### config.mk
export PLATFORM = sky130hd
export DESIGN_NAME = game_cell_painter_flat
export DESIGN_NICKNAME = d
export VERILOG_FILES = /design/src/rtl/game_cell_painter_if.sv /design/src/rtl/game_cell_painter.sv /design/src/flat_wrapper.sv
export SDC_FILE = /design/constraint.sdc
export NUM_CORES = 1
export LEC_CHECK = 0
export ABC_AREA = 0
export BUFFER_PORTS_ARGS = -buffer_cell sky130_fd_sc_hd__buf_2
export CAP_MARGIN = 20
export CORE_ASPECT_RATIO = 2
export CORE_MARGIN = 2
export CORE_UTILIZATION = 46
export CTS_BUF_LIST = sky130_fd_sc_hd__clkbuf_4 sky130_fd_sc_hd__clkbuf_8
export DETAILED_ROUTE_END_ITERATION = 16
export HOLD_SLACK_MARGIN = 0.1
export PLACE_DENSITY = 0.73
export SKIP_CTS_REPAIR_TIMING = 1
export SLEW_MARGIN = 30
export SYNTH_ARGS = -nofsm -noshare
export SYNTH_HDL_FRONTEND = slang
export SYNTH_SLANG_ARGS = --single-unit
### constraint.sdc
create_clock -name clk -period 6.7 [get_ports clk]
set_clock_uncertainty 0.05 [all_clocks]
set_input_delay 1.005 -clock clk [delete_from_list [all_inputs] [get_ports clk]]
set_output_delay 1.005 -clock clk [all_outputs]
set_load 0.03 [all_outputs]
### src/rtl/game_cell_painter_if.sv
// Request/pixel bundle between the snake game FSM and the cell painter.
// Handshake: a request (clear or game_plot) is taken on a rising edge where waitrequest=0; the requester holds it until then.
interface game_cell_painter_if;
  logic       game_plot;
  logic [3:0] game_x;
  logic [3:0] game_y;
  logic [2:0] game_colour;
  logic       clear;
  logic [2:0] clear_colour;
  logic       waitrequest;
  logic [7:0] vga_x;
  logic [6:0] vga_y;
  logic [2:0] vga_colour;
  logic       vga_plot;
  logic [1:0] state_dbg;

  modport master (
    output game_plot, game_x, game_y, game_colour, clear, clear_colour,
    input  waitrequest, vga_x, vga_y, vga_colour, vga_plot, state_dbg
  );

  modport slave (
    input  game_plot, game_x, game_y, game_colour, clear, clear_colour,
    output waitrequest, vga_x, vga_y, vga_colour, vga_plot, state_dbg
  );
endinterface

### src/rtl/game_cell_painter.sv
// Expands one 16x16 grid-cell plot (or a full-board clear) into a raster of
// single-pixel writes on the 160x120 VGA adapter, one pixel per clock.
module game_cell_painter #(
  parameter int CELL_SIZE = 6,
  parameter int X_ORIGIN  = 32,
  parameter int Y_ORIGIN  = 12
) (
  input  logic               clk,
  input  logic               rst_n,
  game_cell_painter_if.slave bus
);

  typedef enum logic [1:0] {
    IDLE  = 2'd0,
    CELL  = 2'd1,
    CLEAR = 2'd2
  } state_t;

  localparam logic [7:0] X_ORG      = 8'(X_ORIGIN);
  localparam logic [6:0] Y_ORG      = 7'(Y_ORIGIN);
  localparam logic [7:0] CSZ_X      = 8'(CELL_SIZE);
  localparam logic [6:0] CSZ_Y      = 7'(CELL_SIZE);
  localparam logic [6:0] CELL_LAST  = 7'(CELL_SIZE - 1);
  localparam logic [6:0] BOARD_LAST = 7'(16 * CELL_SIZE - 1);

  state_t     state;
  logic [6:0] px;
  logic [6:0] py;
  logic [6:0] last;
  logic [7:0] base_x;
  logic [6:0] base_y;
  logic [7:0] cell_x;
  logic [6:0] cell_y;

  // Cell origin on screen; products stay inside 8/7 bits for a 16-cell board.
  assign cell_x = X_ORG + ({4'd0, bus.game_x} * CSZ_X);
  assign cell_y = Y_ORG + ({3'd0, bus.game_y} * CSZ_Y);

  assign bus.waitrequest = (state != IDLE);
  assign bus.state_dbg   = state;

  always_ff @(posedge clk or negedge rst_n) begin
    if (!rst_n) begin
      state          <= IDLE;
      px             <= '0;
      py             <= '0;
      last           <= '0;
      base_x         <= '0;
      base_y         <= '0;
      bus.vga_x      <= '0;
      bus.vga_y      <= '0;
      bus.vga_colour <= '0;
      bus.vga_plot   <= 1'b0;
    end else begin
      case (state)
        IDLE: begin
          bus.vga_plot <= 1'b0;
          px           <= '0;
          py           <= '0;
          // Clear has priority; a simultaneous plot stays pending at the requester.
          if (bus.clear) begin
            state          <= CLEAR;
            last           <= BOARD_LAST;
            base_x         <= X_ORG;
            base_y         <= Y_ORG;
            bus.vga_x      <= X_ORG;
            bus.vga_y      <= Y_ORG;
            bus.vga_colour <= bus.clear_colour;
            bus.vga_plot   <= 1'b1;
          end else if (bus.game_plot) begin
            state          <= CELL;
            last           <= CELL_LAST;
            base_x         <= cell_x;
            base_y         <= cell_y;
            bus.vga_x      <= cell_x;
            bus.vga_y      <= cell_y;
            bus.vga_colour <= bus.game_colour;
            bus.vga_plot   <= 1'b1;
          end
        end
        CELL, CLEAR: begin
          if (px == last && py == last) begin
            state        <= IDLE;
            bus.vga_plot <= 1'b0;
          end else if (px == last) begin
            px        <= '0;
            py        <= py + 7'd1;
            bus.vga_x <= base_x;
            bus.vga_y <= base_y + py + 7'd1;
          end else begin
            px        <= px + 7'd1;
            bus.vga_x <= base_x + {1'b0, px} + 8'd1;
          end
        end
        default: begin
          state        <= IDLE;
          bus.vga_plot <= 1'b0;
        end
      endcase
    end
  end

endmodule

### src/flat_wrapper.sv
// flat-port wrapper written by rule: the top's interface ports become plain ports
module game_cell_painter_flat 
#(
  parameter int CELL_SIZE = 6,
  parameter int X_ORIGIN  = 32,
  parameter int Y_ORIGIN  = 12
)
  (clk, rst_n, bus_game_plot, bus_game_x, bus_game_y, bus_game_colour, bus_clear, bus_clear_colour, bus_waitrequest, bus_vga_x, bus_vga_y, bus_vga_colour, bus_vga_plot, bus_state_dbg);
  game_cell_painter_if bus_i ();
  input  logic clk;
  input  logic rst_n;
  input wire logic [$bits(bus_i.game_plot)-1:0] bus_game_plot;
  input wire logic [$bits(bus_i.game_x)-1:0] bus_game_x;
  input wire logic [$bits(bus_i.game_y)-1:0] bus_game_y;
  input wire logic [$bits(bus_i.game_colour)-1:0] bus_game_colour;
  input wire logic [$bits(bus_i.clear)-1:0] bus_clear;
  input wire logic [$bits(bus_i.clear_colour)-1:0] bus_clear_colour;
  output wire logic [$bits(bus_i.waitrequest)-1:0] bus_waitrequest;
  output wire logic [$bits(bus_i.vga_x)-1:0] bus_vga_x;
  output wire logic [$bits(bus_i.vga_y)-1:0] bus_vga_y;
  output wire logic [$bits(bus_i.vga_colour)-1:0] bus_vga_colour;
  output wire logic [$bits(bus_i.vga_plot)-1:0] bus_vga_plot;
  output wire logic [$bits(bus_i.state_dbg)-1:0] bus_state_dbg;
  assign bus_i.game_plot = bus_game_plot;
  assign bus_i.game_x = bus_game_x;
  assign bus_i.game_y = bus_game_y;
  assign bus_i.game_colour = bus_game_colour;
  assign bus_i.clear = bus_clear;
  assign bus_i.clear_colour = bus_clear_colour;
  assign bus_waitrequest = bus_i.waitrequest;
  assign bus_vga_x = bus_i.vga_x;
  assign bus_vga_y = bus_i.vga_y;
  assign bus_vga_colour = bus_i.vga_colour;
  assign bus_vga_plot = bus_i.vga_plot;
  assign bus_state_dbg = bus_i.state_dbg;
  game_cell_painter #(.CELL_SIZE(CELL_SIZE), .X_ORIGIN(X_ORIGIN), .Y_ORIGIN(Y_ORIGIN)) u_core (.clk(clk), .rst_n(rst_n), .bus(bus_i));
endmodule
== After elaboration in Yosys (flattened, before gate mapping) ==
Index checks and enable logic that the tools add are counted.

* Output and inout port bits: 22
* Input port bits: 18
* Logic and storage cells: 68
* Bits in registers: 57

* Eq/ne operators: 8
* Add/sub/neg operators: 8
* Mux-type cells: 28
* Reductions and logical operators: 12
* $mul: 2

{| class="wikitable"
|+ Operators with widths
! operator !! count
|-
| 7-bit 2-to-1 mux || 10
|-
| 7-bit case mux with 2 select lines || 3
|-
| 8-bit 2-to-1 mux || 4
|-
| 7-bit by 1-bit adder with 7-bit output, second input constant || 3
|-
| 8-bit case mux with 2 select lines || 1
|-
| 7-bit equality test || 2
|-
| 4-bit by 2-bit multiplier with 6-bit output, second input constant || 2
|-
| 6-bit by 7-bit adder with 8-bit output, first input constant || 1
|-
| 8-bit by 1-bit adder with 8-bit output, second input constant || 1
|-
| 8-bit by 7-bit adder with 8-bit output || 1
|-
| 4-bit by 7-bit adder with 7-bit output, first input constant || 1
|-
| 7-bit adder || 1
|-
| 2-bit 2-to-1 mux || 3
|-
| 3-bit 2-to-1 mux || 2
|-
| 2-bit AND reduction || 3
|-
| 3-bit AND reduction || 2
|-
| 2-bit nonzero test || 3
|-
| 2-bit by 1-bit inequality test with 1-bit output, second input constant || 2
|-
| 2-bit case mux with 2 select lines || 1
|-
| 4-bit AND reduction || 1
|-
| 1-bit 2-to-1 mux || 3
|-
| 3-bit inequality test, second input constant || 1
|-
| 2-bit by 1-bit equality test with 1-bit output, second input constant || 1
|-
| 2-bit equality test, second input constant || 1
|-
| 5 further kinds || 5
|}

== Longest topological paths before layout ==
Gate-level depths: netlist of run 1.

* Word-level depth: 5
* Mapped depth: 10
* Gate-level depth less buffers: 10

== Worst setup path before layout of run 1 ==
OpenSTA, ideal clock, no wires.

* Path type: input -> register
* Start point: in bus_game_y[0]
* End point: reg u_core.bus.vga_y[5]
* Path buffers: 0
* Setup time: 0.125 ns
* Arrival time: 2.622 ns
* Data required time: 6.525 ns
* Slack: 3.903 ns
* Stages on the path: 8
* Cells stage by stage: ha_1 -> inv_1 -> fa_1 -> inv_1 -> xnor2_1 -> o311ai_0 -> mux2i_1 -> a21oi_1

* Longest elaborated chain between the ends: 5

{| class="wikitable"
|+ RTL lines
! what !! RTL line !! source
|-
| start, declared || flat_wrapper.sv:14 || <nowiki>input wire logic [$bits(bus_i.game_y)-1:0] bus_game_y;</nowiki>
|-
| 4-bit by 2-bit multiplier with 6-bit output || game_cell_painter.sv:37 || <nowiki>assign cell_y = Y_ORG + ({3'd0, bus.game_y} * CSZ_Y);</nowiki>
|-
| 4-bit by 7-bit adder with 7-bit output || game_cell_painter.sv:37 ||
|-
| 7-bit 2-to-1 mux || game_cell_painter.sv:70 || <nowiki>end else if (bus.game_plot) begin</nowiki>
|-
| 7-bit 2-to-1 mux || game_cell_painter.sv:61 || <nowiki>if (bus.clear) begin</nowiki>
|-
| 7-bit case mux with 2 select lines || game_cell_painter.sv:55 || <nowiki>case (state)</nowiki>
|-
| end signal, assigned || game_cell_painter.sv:76 || <nowiki>bus.vga_y <= cell_y;</nowiki>
|-
| end signal, assigned || game_cell_painter.sv:89 || <nowiki>bus.vga_y <= base_y + py + 7'd1;</nowiki>
|-
| end, declared || game_cell_painter_if.sv:24 || <nowiki>output waitrequest, vga_x, vga_y, vga_colour, vga_plot, state_dbg</nowiki>
|}

No other way between the ends. The select of a mux whose other input is x is not followed.
A chain may end at the register's enable or synchronous reset.

== Worst setup path in the final report of run 1 ==
* Start point: reg u_core.px[0]
* End point: reg u_core.bus.vga_x[2]

* Longest elaborated chain between the ends: 5
* Elaborated cells between the ends (all ways): 9
* Classes of those cells: add/sub: 2; eq/ne: 2; mux: 3; reduce/logical: 2

{| class="wikitable"
|+ RTL lines
! what !! RTL line !! source
|-
| start, declared || game_cell_painter.sv:27 || <nowiki>logic [6:0] px;</nowiki>
|-
| start signal, assigned || game_cell_painter.sv:91 || <nowiki>px <= px + 7'd1;</nowiki>
|-
| 8-bit by 7-bit adder with 8-bit output || game_cell_painter.sv:92 || <nowiki>bus.vga_x <= base_x + {1'b0, px} + 8'd1;</nowiki>
|-
| 8-bit by 1-bit adder with 8-bit output || game_cell_painter.sv:92 ||
|-
| 8-bit 2-to-1 mux || game_cell_painter.sv:85 || <nowiki>end else if (px == last) begin</nowiki>
|-
| 8-bit 2-to-1 mux || game_cell_painter.sv:82 || <nowiki>if (px == last && py == last) begin</nowiki>
|-
| 8-bit case mux with 2 select lines || game_cell_painter.sv:55 ||
|-
| end signal, assigned || game_cell_painter.sv:75 || <nowiki>bus.vga_x <= cell_x;</nowiki>
|-
| end signal, assigned || game_cell_painter.sv:88 || <nowiki>bus.vga_x <= base_x;</nowiki>
|-
| end signal, assigned || game_cell_painter.sv:92 ||
|-
| end, declared || game_cell_painter_if.sv:24 ||
|}

Several ways; a longest one is shown, not always the timed one. The select of a mux whose other input is x is not followed.

==> impl_metrics.env, run 1 <==
export IMPL_outcome="finished clean"
export IMPL_critical_path_top_delay_family="simple AND/OR/NAND/NOR gates"
export IMPL_cap_violations=0
export IMPL_critical_path_reg2reg_endpoint="u_core.bus.vga_x[2]"
export IMPL_finalHoldViolations=0
export IMPL_placement_setup_worst_slack_ns=3.65
export IMPL_final_period_minus_worst_setup_slack_ns=2.90
export IMPL_detailed_routing_iterations_pass_1=4
export IMPL_synth_edff_count=0
export IMPL_critical_path_n_buffers_inverters=0
export IMPL_critical_path_startpoint_type="register"
export IMPL_path_max_fanout=14
export IMPL_setup_ws_ns=3.80
export IMPL_grt_pass1_wl_um=12700
export IMPL_dr_total_vias=2785
export IMPL_syn_nets=427
export IMPL_fin_tns_setup_ns=0
export IMPL_worst_hold_startpoint="u_core.bus.vga_x[0]"
export IMPL_total_number_of_h_tree_levels=2
export IMPL_rows=44
export IMPL_fmaxAchievable_mhz=345
export IMPL_cts_tree="built"
export IMPL_route_detailed_vias_per_inst=5.53
export IMPL_postSynthCellCount=379
export IMPL_finalNonFillerCells=504
export IMPL_ys_types=48
export IMPL_die_h_um=125
export IMPL_die_ar_um2=8060
export IMPL_end_kind="register"
export IMPL_detail_placement_hpwl_um=5420
export IMPL_detailedRoute_firstIterationViolations=139
export IMPL_layout_cells_most_common="sky130_fd_sc_hd__dfrtp_1"
export IMPL_r2r_start="u_core.px[0]"
export IMPL_buffers_on_ports=39
export IMPL_postSynth_topFlopCell="sky130_fd_sc_hd__dfrtp_1"
export IMPL_critPathMaxStageDelay_ns=0.66
export IMPL_die_width_um=64.5
export IMPL_tritoncts_num_buffers=5
export IMPL_fin_util_pct=51.9
export IMPL_first_global_vias=2656
export IMPL_whs_ns=0.427
export IMPL_cellPowerDensity_nw_per_um2=428
export IMPL_synth_top_cells_by_area="sky130_fd_sc_hd__dfrtp_1 (37%), sky130_fd_sc_hd__ha_1 (9.7%), sky130_fd_sc_hd__o21ai_0 (6.1%)"
export IMPL_crit_arrival_ns=3.06
export IMPL_asyncSetResetFlopFracSynth_pct=100
export IMPL_unrepaired_setup_endpoints_after_global_routing="false"
export IMPL_regToRegSetupSlack_ns=3.80
export IMPL_grt_start_max_net_pins=51
export IMPL_startpoint="u_core.px[0]"
export IMPL_clk_root_buffer_cell="sky130_fd_sc_hd__clkbuf_8"
export IMPL_placed_cells=497
export IMPL_routedWlPerCell_um=14.5
export IMPL_num_nets_final=460
export IMPL_cp_depth=5
export IMPL_layout_drive_gt1_share_pct=14.1
export IMPL_clkSinkCount=50
export IMPL_postSynthAreaPerCell_um2=8.88
export IMPL_ff_to_ff_path_depth=5
export IMPL_path_type_of_the_worst_setup_path="reg -> reg"
export IMPL_remaining_drc_errors=0
export IMPL_postRouteWirelength_um=7300
export IMPL_num_fill_cells=698
export IMPL_slew_limit_headroom_pct=46.0
export IMPL_yosysWarnings=0
export IMPL_timing_final_crit_share_pct=43.3
export IMPL_post_synthesis_sequential_element_count=50
export IMPL_finalMaxSlewViolations=0
export IMPL_area_delta_synth_final_pct=10.3
export IMPL_core_um2=7160
export IMPL_syn_area_um2=3360
export IMPL_synth_sequential_area_ratio_pct=37.2
export IMPL_n_antenna_cell=0
export IMPL_worst_slew_pin_slew_ns=0.810
export IMPL_globalRoute_totalOverflow=0
export IMPL_grt_util_all_layers_pct=19.6
export IMPL_grt_antenna_before_repair=0
export IMPL_synthDominantCellAreaShare_pct=37.2
export IMPL_i_o_pin_count=40
export IMPL_synth_largest_area_cell="sky130_fd_sc_hd__dfrtp_1"
export IMPL_ant_nets=0
export IMPL_routabilityCongestion=0.907
export IMPL_crit_path_cell_trace="or3_1 > a21o_1 > nor2_1 > a311o_1 > mux2_2"
export IMPL_finalSetupViolCount=0
export IMPL_worstPathRequired_ns=6.86
export IMPL_critical_path_slowest_cell="sky130_fd_sc_hd__a311o_1"
export IMPL_ir_drop_mv=0.303
export IMPL_worstSetupEndpoint="u_core.bus.vga_x[2]"
export IMPL_layout_common_cells="sky130_fd_sc_hd__dfrtp_1 (50), sky130_fd_sc_hd__nand2_1 (44), sky130_fd_sc_hd__o21ai_0 (41), sky130_fd_sc_hd__buf_2 (39), sky130_fd_sc_hd__a21oi_1 (31)"
export IMPL_clk_transition_reported_paths_ns=0.09
export IMPL_clk_insertion_delay_late_ns=0.32
export IMPL_clock_path_buffers=2
export IMPL_leakagePower_nw=1.73
export IMPL_start_util_pct=47.0
export IMPL_holdCritPathClass="reg -> reg"
layout make-up:
class	count	area [um2]	area share [%]
tap	92	115	3.10
multi-input combinational	293	1980	53.3
inverter	22	82.6	2.22
clock buffer	7	83.8	2.26
sequential	50	1250	33.7
timing repair buffer	40	203	5.46
power by group:
group | switching (mW) | total [mW] | internal, mW
clock | 0.0987 | 0.179 | 0.0802
combinational | 0.595 | 0.907 | 0.313
sequential | 0.0890 | 0.504 | 0.415
how the worst min path moves through the flow:
stage          depth (start not counted)                   to  slack, ns
6_report                               2  u_core.bus.vga_x[0]       0.43
3_5_place_dp                           2  u_core.bus.vga_plot       0.42
2_1_floorplan                          2     u_core.base_y[4]       0.41
5_1_grt                                2  u_core.bus.vga_plot       0.46
3_3_place_gp                           2  u_core.bus.vga_x[0]       0.40
4_1_cts                                2  u_core.bus.vga_x[0]       0.43
Yosys cell counts (all sizes together), types with 4 or more instances:
master / n
dfrtp: 50
nand2: 44
o21ai: 42
a21oi: 31
ha: 26
nor2: 23
inv: 22
clkbuf: 11
nand3: 10
xor2: 9
mux2i: 8
nand2b: 8
nor3: 8
o31ai: 8
xnor2: 8
nor2b: 6
a22o: 5
and3: 5
a211oi: 4
a21o: 4
fa: 4
mux2: 4
o21bai: 4
or3: 4
routing by layer:
metal	wire length [um]	GRT usage (%)
met1	3490	27.9
met2	3500	30.6
met3	199	2.88
met4	108	6.01
met5	0	0
cells by family (layout without fill, tap and decap cells):
kind of cell               Yosys count  after routing  share of synthesized area [%]
AOI/OAI and AO/OA                  115            115                           21.5
and+or+nand+nor                    119            119                           16.7
DFF                                 50             50                           37.2
muxes                               12             12                           3.72
adders and majority gates           30             30                           12.0
buffers and inverters               36             69                           4.39
xor gates and xnor gates            17             17                           4.43
worst register-to-register path, stage by stage, from the launching register on:
cell and delay, ns:
sky130_fd_sc_hd__dfrtp_1 0.50, sky130_fd_sc_hd__or3_1 0.41, sky130_fd_sc_hd__a21o_1 0.24, sky130_fd_sc_hd__nor2_1 0.54, sky130_fd_sc_hd__a311o_1 0.66, sky130_fd_sc_hd__mux2_2 0.40
state kept, by name (all words and copies together) (netlist names):
register / count
u_core.last: 2
u_core.bus.state_dbg: 2
u_core.base_x: 7
u_core.bus.vga_x: 8
u_core.bus.vga_y: 7
u_core.px: 7
u_core.bus.vga_colour: 3
u_core.bus.vga_plot: 1
u_core.base_y: 6
u_core.py: 7
stage by stage:
step	total power, mW	area, um2
finish	1.59	3710
floorplan	1.19	3360
global route	1.74	3710
CTS	1.60	3710
detailed placement	1.42	3630
global placement	1.39	3620
No activity file was read; power rests on OpenSTA's default activity.
==> inputs of run 2 (changes only) <==
--- a/config.mk
+++ b/config.mk
@@ -14,7 +14,7 @@
 export CTS_BUF_LIST = sky130_fd_sc_hd__clkbuf_4 sky130_fd_sc_hd__clkbuf_8
 export DETAILED_ROUTE_END_ITERATION = 16
 export HOLD_SLACK_MARGIN = 0.1
-export PLACE_DENSITY = 0.73
+export PLACE_DENSITY = 0.76
 export SKIP_CTS_REPAIR_TIMING = 1
 export SLEW_MARGIN = 30
 export SYNTH_ARGS = -nofsm -noshare
==> constraint.sdc (replaced) <==
create_clock -name clk -period 2.4 [get_ports clk]
set_clock_uncertainty 0.05 [all_clocks]
set_input_delay 0.36 -clock clk [delete_from_list [all_inputs] [get_ports clk]]
set_output_delay 0.36 -clock clk [all_outputs]
set_load 0.03 [all_outputs]
==> run 2 against run 1 <==
Global-route usage up 0.12 points. Flip-flop and latch count stayed put. Sequential share of layout area is 2.0 points lower. Non-clock buffer count rose by 22. Largest cell class unchanged. Maximum frequency is 30% higher. Critical path depth increased by 1. Worst setup slack worse by 3.6 ns. Core utilization grew 3.3 points. Count of clock-buffer cells in the layout fell by 1. Highest routed layer unchanged.
==> impl_metrics.env, run 2 (same netlist as run 1, synthesis figures left out) <==
export IMPL_die_h_um=125
export IMPL_detail_placement_hpwl_um=5690
export IMPL_final_standard_cell_area_without_fillers_um2=3950
export IMPL_num_nets_final=482
export IMPL_total_switching_power_mw=2.23
export IMPL_largest_reg_flops=8
export IMPL_tritoncts_num_buffers=5
export IMPL_route_detailed_vias_per_inst=5.51
export IMPL_whs_ns=0.288
export IMPL_die_width_um=64.5
export IMPL_postRouteWirelength_um=7320
export IMPL_power_total_mw=4.90
export IMPL_remaining_drc_errors=0
export IMPL_rows=44
export IMPL_critical_path_startpoint_type="register"
export IMPL_fmaxAchievable_mhz=448
export IMPL_clk_insertion_delay_late_ns=0.31
export IMPL_slew_limit_headroom_pct=60.4
export IMPL_holdCritPathClass="in -> reg"
export IMPL_min_to="u_core.bus.vga_colour[2]"
export IMPL_i_o_pin_count=40
export IMPL_clk_root_buffer_cell="sky130_fd_sc_hd__clkbuf_8"
export IMPL_die_ar_um2=8060
export IMPL_buffers_on_ports=39
export IMPL_clock_path_buffers=2
export IMPL_fin_util_pct=55.2
export IMPL_timing_final_crit_share_pct=92.9
export IMPL_fin_tns_setup_ns=0
export IMPL_placed_area_um2=3790
export IMPL_pwr_share_clk_pct=14.9
export IMPL_layout_cells_most_common="sky130_fd_sc_hd__dfrtp_1"
export IMPL_setup_ws_ns=0.170
export IMPL_grt_start_max_net_pins=27
export IMPL_ff_to_ff_path_depth=6
export IMPL_cts_tree="built"
export IMPL_combPwrFrac_pct=57.1
export IMPL_n_antenna_cell=0
export IMPL_worstPathRequired_ns=2.55
export IMPL_worst_slew_pin_slew_ns=0.593
export IMPL_crit_path_cell_trace="or4_1 > mux2i_1 > and2_1 > a311o_1 > buf_4 > mux2_2"
export IMPL_grt_util_all_layers_pct=19.7
export IMPL_ir_drop_mv=0.955
export IMPL_min_path_cells=3
export IMPL_finalSetupViolCount=0
export IMPL_worst_hold_startpoint="bus_game_colour[2]"
export IMPL_layout_drive_gt1_share_pct=18.9
export IMPL_dr_total_vias=2902
export IMPL_total_number_of_h_tree_levels=2
export IMPL_path_max_fanout=14
export IMPL_globalRoute_totalOverflow=0
export IMPL_grt_antenna_before_repair=0
export IMPL_finalNonFillerCells=527
export IMPL_layout_common_cells="sky130_fd_sc_hd__dfrtp_1 (49), sky130_fd_sc_hd__nand2_1 (44), sky130_fd_sc_hd__o21ai_0 (41), sky130_fd_sc_hd__buf_2 (39), sky130_fd_sc_hd__a21oi_1 (30)"
export IMPL_area_delta_synth_final_pct=17.4
export IMPL_placement_setup_worst_slack_ns=0.0183
export IMPL_power_switching_share_pct=45.5
export IMPL_power_sequential_fraction_pct=28.0
export IMPL_crit_arrival_ns=2.38
export IMPL_core_um2=7160
export IMPL_clk_transition_reported_paths_ns=0.09
export IMPL_outcome="finished clean"
export IMPL_critPathMaxStageDelay_ns=0.51
export IMPL_clkSinkCount=50
export IMPL_final_period_minus_worst_setup_slack_ns=2.23
export IMPL_first_global_vias=2879
export IMPL_path_type_of_the_worst_setup_path="reg -> reg"
export IMPL_finalHoldViolations=0
export IMPL_p_int_mw=2.67
export IMPL_placed_cells=518
export IMPL_cap_violations=0
export IMPL_critical_path_reg2reg_endpoint="u_core.bus.vga_x[2]"
export IMPL_finalMaxSlewViolations=0
export IMPL_detailedRoute_firstIterationViolations=124
export IMPL_r2r_start="u_core.last[4]"
export IMPL_regToRegSetupSlack_ns=0.17
export IMPL_start_util_pct=47.0
export IMPL_ant_nets=0
export IMPL_critical_path_slowest_cell="sky130_fd_sc_hd__or4_1"
export IMPL_cellPowerDensity_nw_per_um2=1240
export IMPL_grt_pass1_wl_um=12800
export IMPL_detailed_routing_iterations_pass_1=4
export IMPL_routedWlPerCell_um=13.9
export IMPL_unrepaired_setup_endpoints_after_global_routing="false"
export IMPL_largest_register="u_core.bus.vga_x"
export IMPL_routabilityCongestion=0.883
export IMPL_leakagePower_nw=1.86
export IMPL_end_kind="register"
[run 2: worst max-delay path by stage]
stage,from,to,slack (ns),cells after the start
6_report,u_core.last[4],u_core.bus.vga_x[2],0.17,6
5_1_grt,u_core.px[0],u_core.py[4],0.007,7
4_1_cts,u_core.px[1],u_core.bus.vga_x[6],0.15,8
3_5_place_dp,bus_game_x[1],u_core.bus.vga_x[6],0.02,10
3_3_place_gp,bus_game_x[1],u_core.bus.vga_x[6],0.08,10
2_1_floorplan,u_core.px[0],u_core.bus.vga_x[2],0.14,6
[run 2: metal layers]
metal	track usage [%]	up-vias	wire length [um]
met5	0	-	0
met4	8.14	0	153
met3	3.33	16	263
met2	31.3	73	3520
met1	26.4	1349	3380
li1	-	1464	-
[run 2: layout make-up]
| class | instances | area (um2) |
|---|---|---|
| Fill cell | 680 | 3210 |
| Multi-Input combinational cell | 293 | 1970 |
| Sequential cell | 50 | 1250 |
| Timing Repair Buffer | 62 | 383 |
| Tap cell | 92 | 115 |
| Clock buffer | 6 | 82.6 |
| Inverter | 22 | 82.6 |
| Clock inverter | 2 | 60.1 |
[run 2: power groups by stage]
| stage | logic, mW | clock network (mW) | registers, mW |
|---|---|---|---|
| detailed placement | 2.78 | 0 | 1.39 |
| global placement | 2.74 | 0 | 1.38 |
| global route | 3.13 | 0.776 | 1.42 |
| floorplan | 1.66 | 0 | 1.67 |
| CTS | 2.80 | 0.751 | 1.37 |
| finish | 2.80 | 0.728 | 1.37 |
[run 2: worst max-delay path, delay by kind of cell (launching register included)]
family / cells / cell delay [ns]
simple gates: 2 / 0.71
compound gates: 1 / 0.17
buf+inv: 1 / 0.20
flops: 1 / 0.44
mux: 2 / 0.54
==> inputs of run 3 (changes only) <==
--- a/config.mk
+++ b/config.mk
@@ -15,6 +15,7 @@
 export DETAILED_ROUTE_END_ITERATION = 16
 export HOLD_SLACK_MARGIN = 0.1
 export PLACE_DENSITY = 0.76
+export REMOVE_ABC_BUFFERS = 1
 export SKIP_CTS_REPAIR_TIMING = 1
 export SLEW_MARGIN = 30
 export SYNTH_ARGS = -nofsm -noshare
==> run 3 against run 2 <==
Flip-flop and latch count did not move. Critical endpoint is now u_core.py[4]. Clock power fell by 27%. Wire length is 0.97% higher.
==> impl_metrics.env, run 3 (same netlist as run 1, synthesis figures left out) <==
export IMPL_grt_start_max_net_pins=27
export IMPL_crit_arrival_ns=2.45
export IMPL_clock_path_buffers=2
export IMPL_ant_nets=0
export IMPL_fin_util_pct=54.9
export IMPL_finalNonFillerCells=532
export IMPL_worst_slew_pin_slew_ns=0.604
export IMPL_outcome="finished clean"
export IMPL_route_detailed_vias_per_inst=5.46
export IMPL_total_number_of_h_tree_levels=2
export IMPL_regToRegSetupSlack_ns=0.10
export IMPL_pwr_share_clk_pct=11.2
export IMPL_final_standard_cell_area_without_fillers_um2=3930
export IMPL_cellPowerDensity_nw_per_um2=1200
export IMPL_leakagePower_nw=1.87
export IMPL_layout_common_cells="sky130_fd_sc_hd__dfrtp_1 (49), sky130_fd_sc_hd__nand2_1 (44), sky130_fd_sc_hd__o21ai_0 (41), sky130_fd_sc_hd__buf_2 (39), sky130_fd_sc_hd__a21oi_1 (31)"
export IMPL_clk_transition_reported_paths_ns=0.10
export IMPL_placed_area_um2=3820
export IMPL_tritoncts_num_buffers=5
export IMPL_grt_util_all_layers_pct=20.0
export IMPL_placed_cells=523
export IMPL_power_total_mw=4.73
export IMPL_clk_insertion_delay_late_ns=0.31
export IMPL_routedWlPerCell_um=13.9
export IMPL_dr_total_vias=2904
export IMPL_start_util_pct=47.0
export IMPL_critical_path_top_delay_family="compound AO/OA/AOI/OAI gates"
export IMPL_detailed_routing_iterations_pass_1=4
export IMPL_die_ar_um2=8060
export IMPL_layout_drive_gt1_share_pct=19.8
export IMPL_end_kind="register"
export IMPL_critPathMaxStageDelay_ns=0.48
export IMPL_postRouteWirelength_um=7390
export IMPL_i_o_pin_count=40
export IMPL_clkSinkCount=50
export IMPL_globalRoute_totalOverflow=0
export IMPL_worstPathRequired_ns=2.55
export IMPL_finalSetupViolCount=0
export IMPL_die_h_um=125
export IMPL_clk_root_buffer_cell="sky130_fd_sc_hd__clkbuf_8"
export IMPL_detail_placement_hpwl_um=5780
export IMPL_total_switching_power_mw=2.23
export IMPL_critical_path_startpoint_type="register"
export IMPL_holdCritPathClass="in -> reg"
export IMPL_timing_final_crit_share_pct=95.7
export IMPL_largest_reg_flops=8
export IMPL_p_int_mw=2.50
export IMPL_path_max_fanout=6
export IMPL_crit_path_cell_trace="buf_4 > nor4_1 > mux2i_1 > a2111oi_4 > buf_4 > o2111ai_1 > xnor2_1 > nor2b_1"
export IMPL_power_sequential_fraction_pct=29.1
export IMPL_combPwrFrac_pct=59.8
export IMPL_critical_path_n_buffers_inverters=2
export IMPL_layout_cells_most_common="sky130_fd_sc_hd__dfrtp_1"
export IMPL_critical_path_most_common_cell="sky130_fd_sc_hd__buf_4"
export IMPL_critical_path_slowest_cell="sky130_fd_sc_hd__a2111oi_4"
export IMPL_finalMaxSlewViolations=0
export IMPL_final_period_minus_worst_setup_slack_ns=2.30
export IMPL_routabilityCongestion=0.840
export IMPL_setup_ws_ns=0.102
export IMPL_finalHoldViolations=0
export IMPL_path_type_of_the_worst_setup_path="reg -> reg"
export IMPL_die_width_um=64.5
export IMPL_n_antenna_cell=0
export IMPL_unrepaired_setup_endpoints_after_global_routing="true"
export IMPL_cts_tree="built"
export IMPL_grt_antenna_before_repair=0
export IMPL_placement_setup_worst_slack_ns=0.0409
export IMPL_first_global_vias=2751
export IMPL_largest_register="u_core.bus.vga_x"
export IMPL_rows=44
export IMPL_remaining_drc_errors=0
export IMPL_grt_pass1_wl_um=12900
export IMPL_buffers_on_ports=39
export IMPL_whs_ns=0.286
export IMPL_area_delta_synth_final_pct=16.8
export IMPL_core_um2=7160
export IMPL_power_switching_share_pct=47.2
export IMPL_detailedRoute_firstIterationViolations=158
export IMPL_cap_violations=0
export IMPL_num_nets_final=487
export IMPL_ir_drop_mv=0.917
export IMPL_fmaxAchievable_mhz=435
export IMPL_fin_tns_setup_ns=0
export IMPL_num_fill_cells=691
export IMPL_slew_limit_headroom_pct=59.7
==> run 3: final timing paths <==
| kind | start | endpoint | depth (start not counted) |
|---|---|---|---|
| max | u_core.px[3] | u_core.py[4] | 8 |
| min | bus_clear_colour[0] | u_core.bus.vga_colour[0] | 3 |
| max reg2reg | u_core.px[3] | u_core.py[4] | 8 |
| min reg2reg | u_core.bus.vga_x[0] | u_core.bus.vga_x[0] | 2 |
| max in group asynchronous | rst_n | u_core.base_x[5] | 3 |
| min in group asynchronous | rst_n | u_core.bus.vga_x[0] | 2 |
==> run 3: final cells by class <==
cell class              instances  area [um2]  area share, %
multi-input cells             293        1980           50.3
repair buffers                 67         408           10.4
clock inverters                 1        5.00          0.127
inverters                      22        82.6           2.10
flip-flops and latches         50        1250           31.9
well taps                      92         115           2.93
clock buffers                   7        90.1           2.29
==> run 3: routing by layer <==
layer	wire length (um)	GRT usage, %	vias up
met4	116	6.76	0
met3	212	3.24	6
met2	3600	32.4	50
met1	3460	27.1	1366
li1	-	-	1482
met5	0	0	-
==> run 3: worst reg2reg max path: stages, from the launching register on <==
cell and delay (ns):
sky130_fd_sc_hd__dfrtp_1 0.43, sky130_fd_sc_hd__buf_4 0.17, sky130_fd_sc_hd__nor4_1 0.21, sky130_fd_sc_hd__mux2i_1 0.22
sky130_fd_sc_hd__a2111oi_4 0.49, sky130_fd_sc_hd__buf_4 0.22, sky130_fd_sc_hd__o2111ai_1 0.13, sky130_fd_sc_hd__xnor2_1 0.15
sky130_fd_sc_hd__nor2b_1 0.13
==> run 3: power by group through the flow <==
stage	clock network (mW)	logic, mW	registers, mW
6_report	0.528	2.83	1.38
5_1_grt	0.580	3.18	1.42
4_1_cts	0.548	2.82	1.37
3_5_place_dp	0	2.81	1.39
3_3_place_gp	0	2.75	1.38
2_1_floorplan	0	1.56	1.69
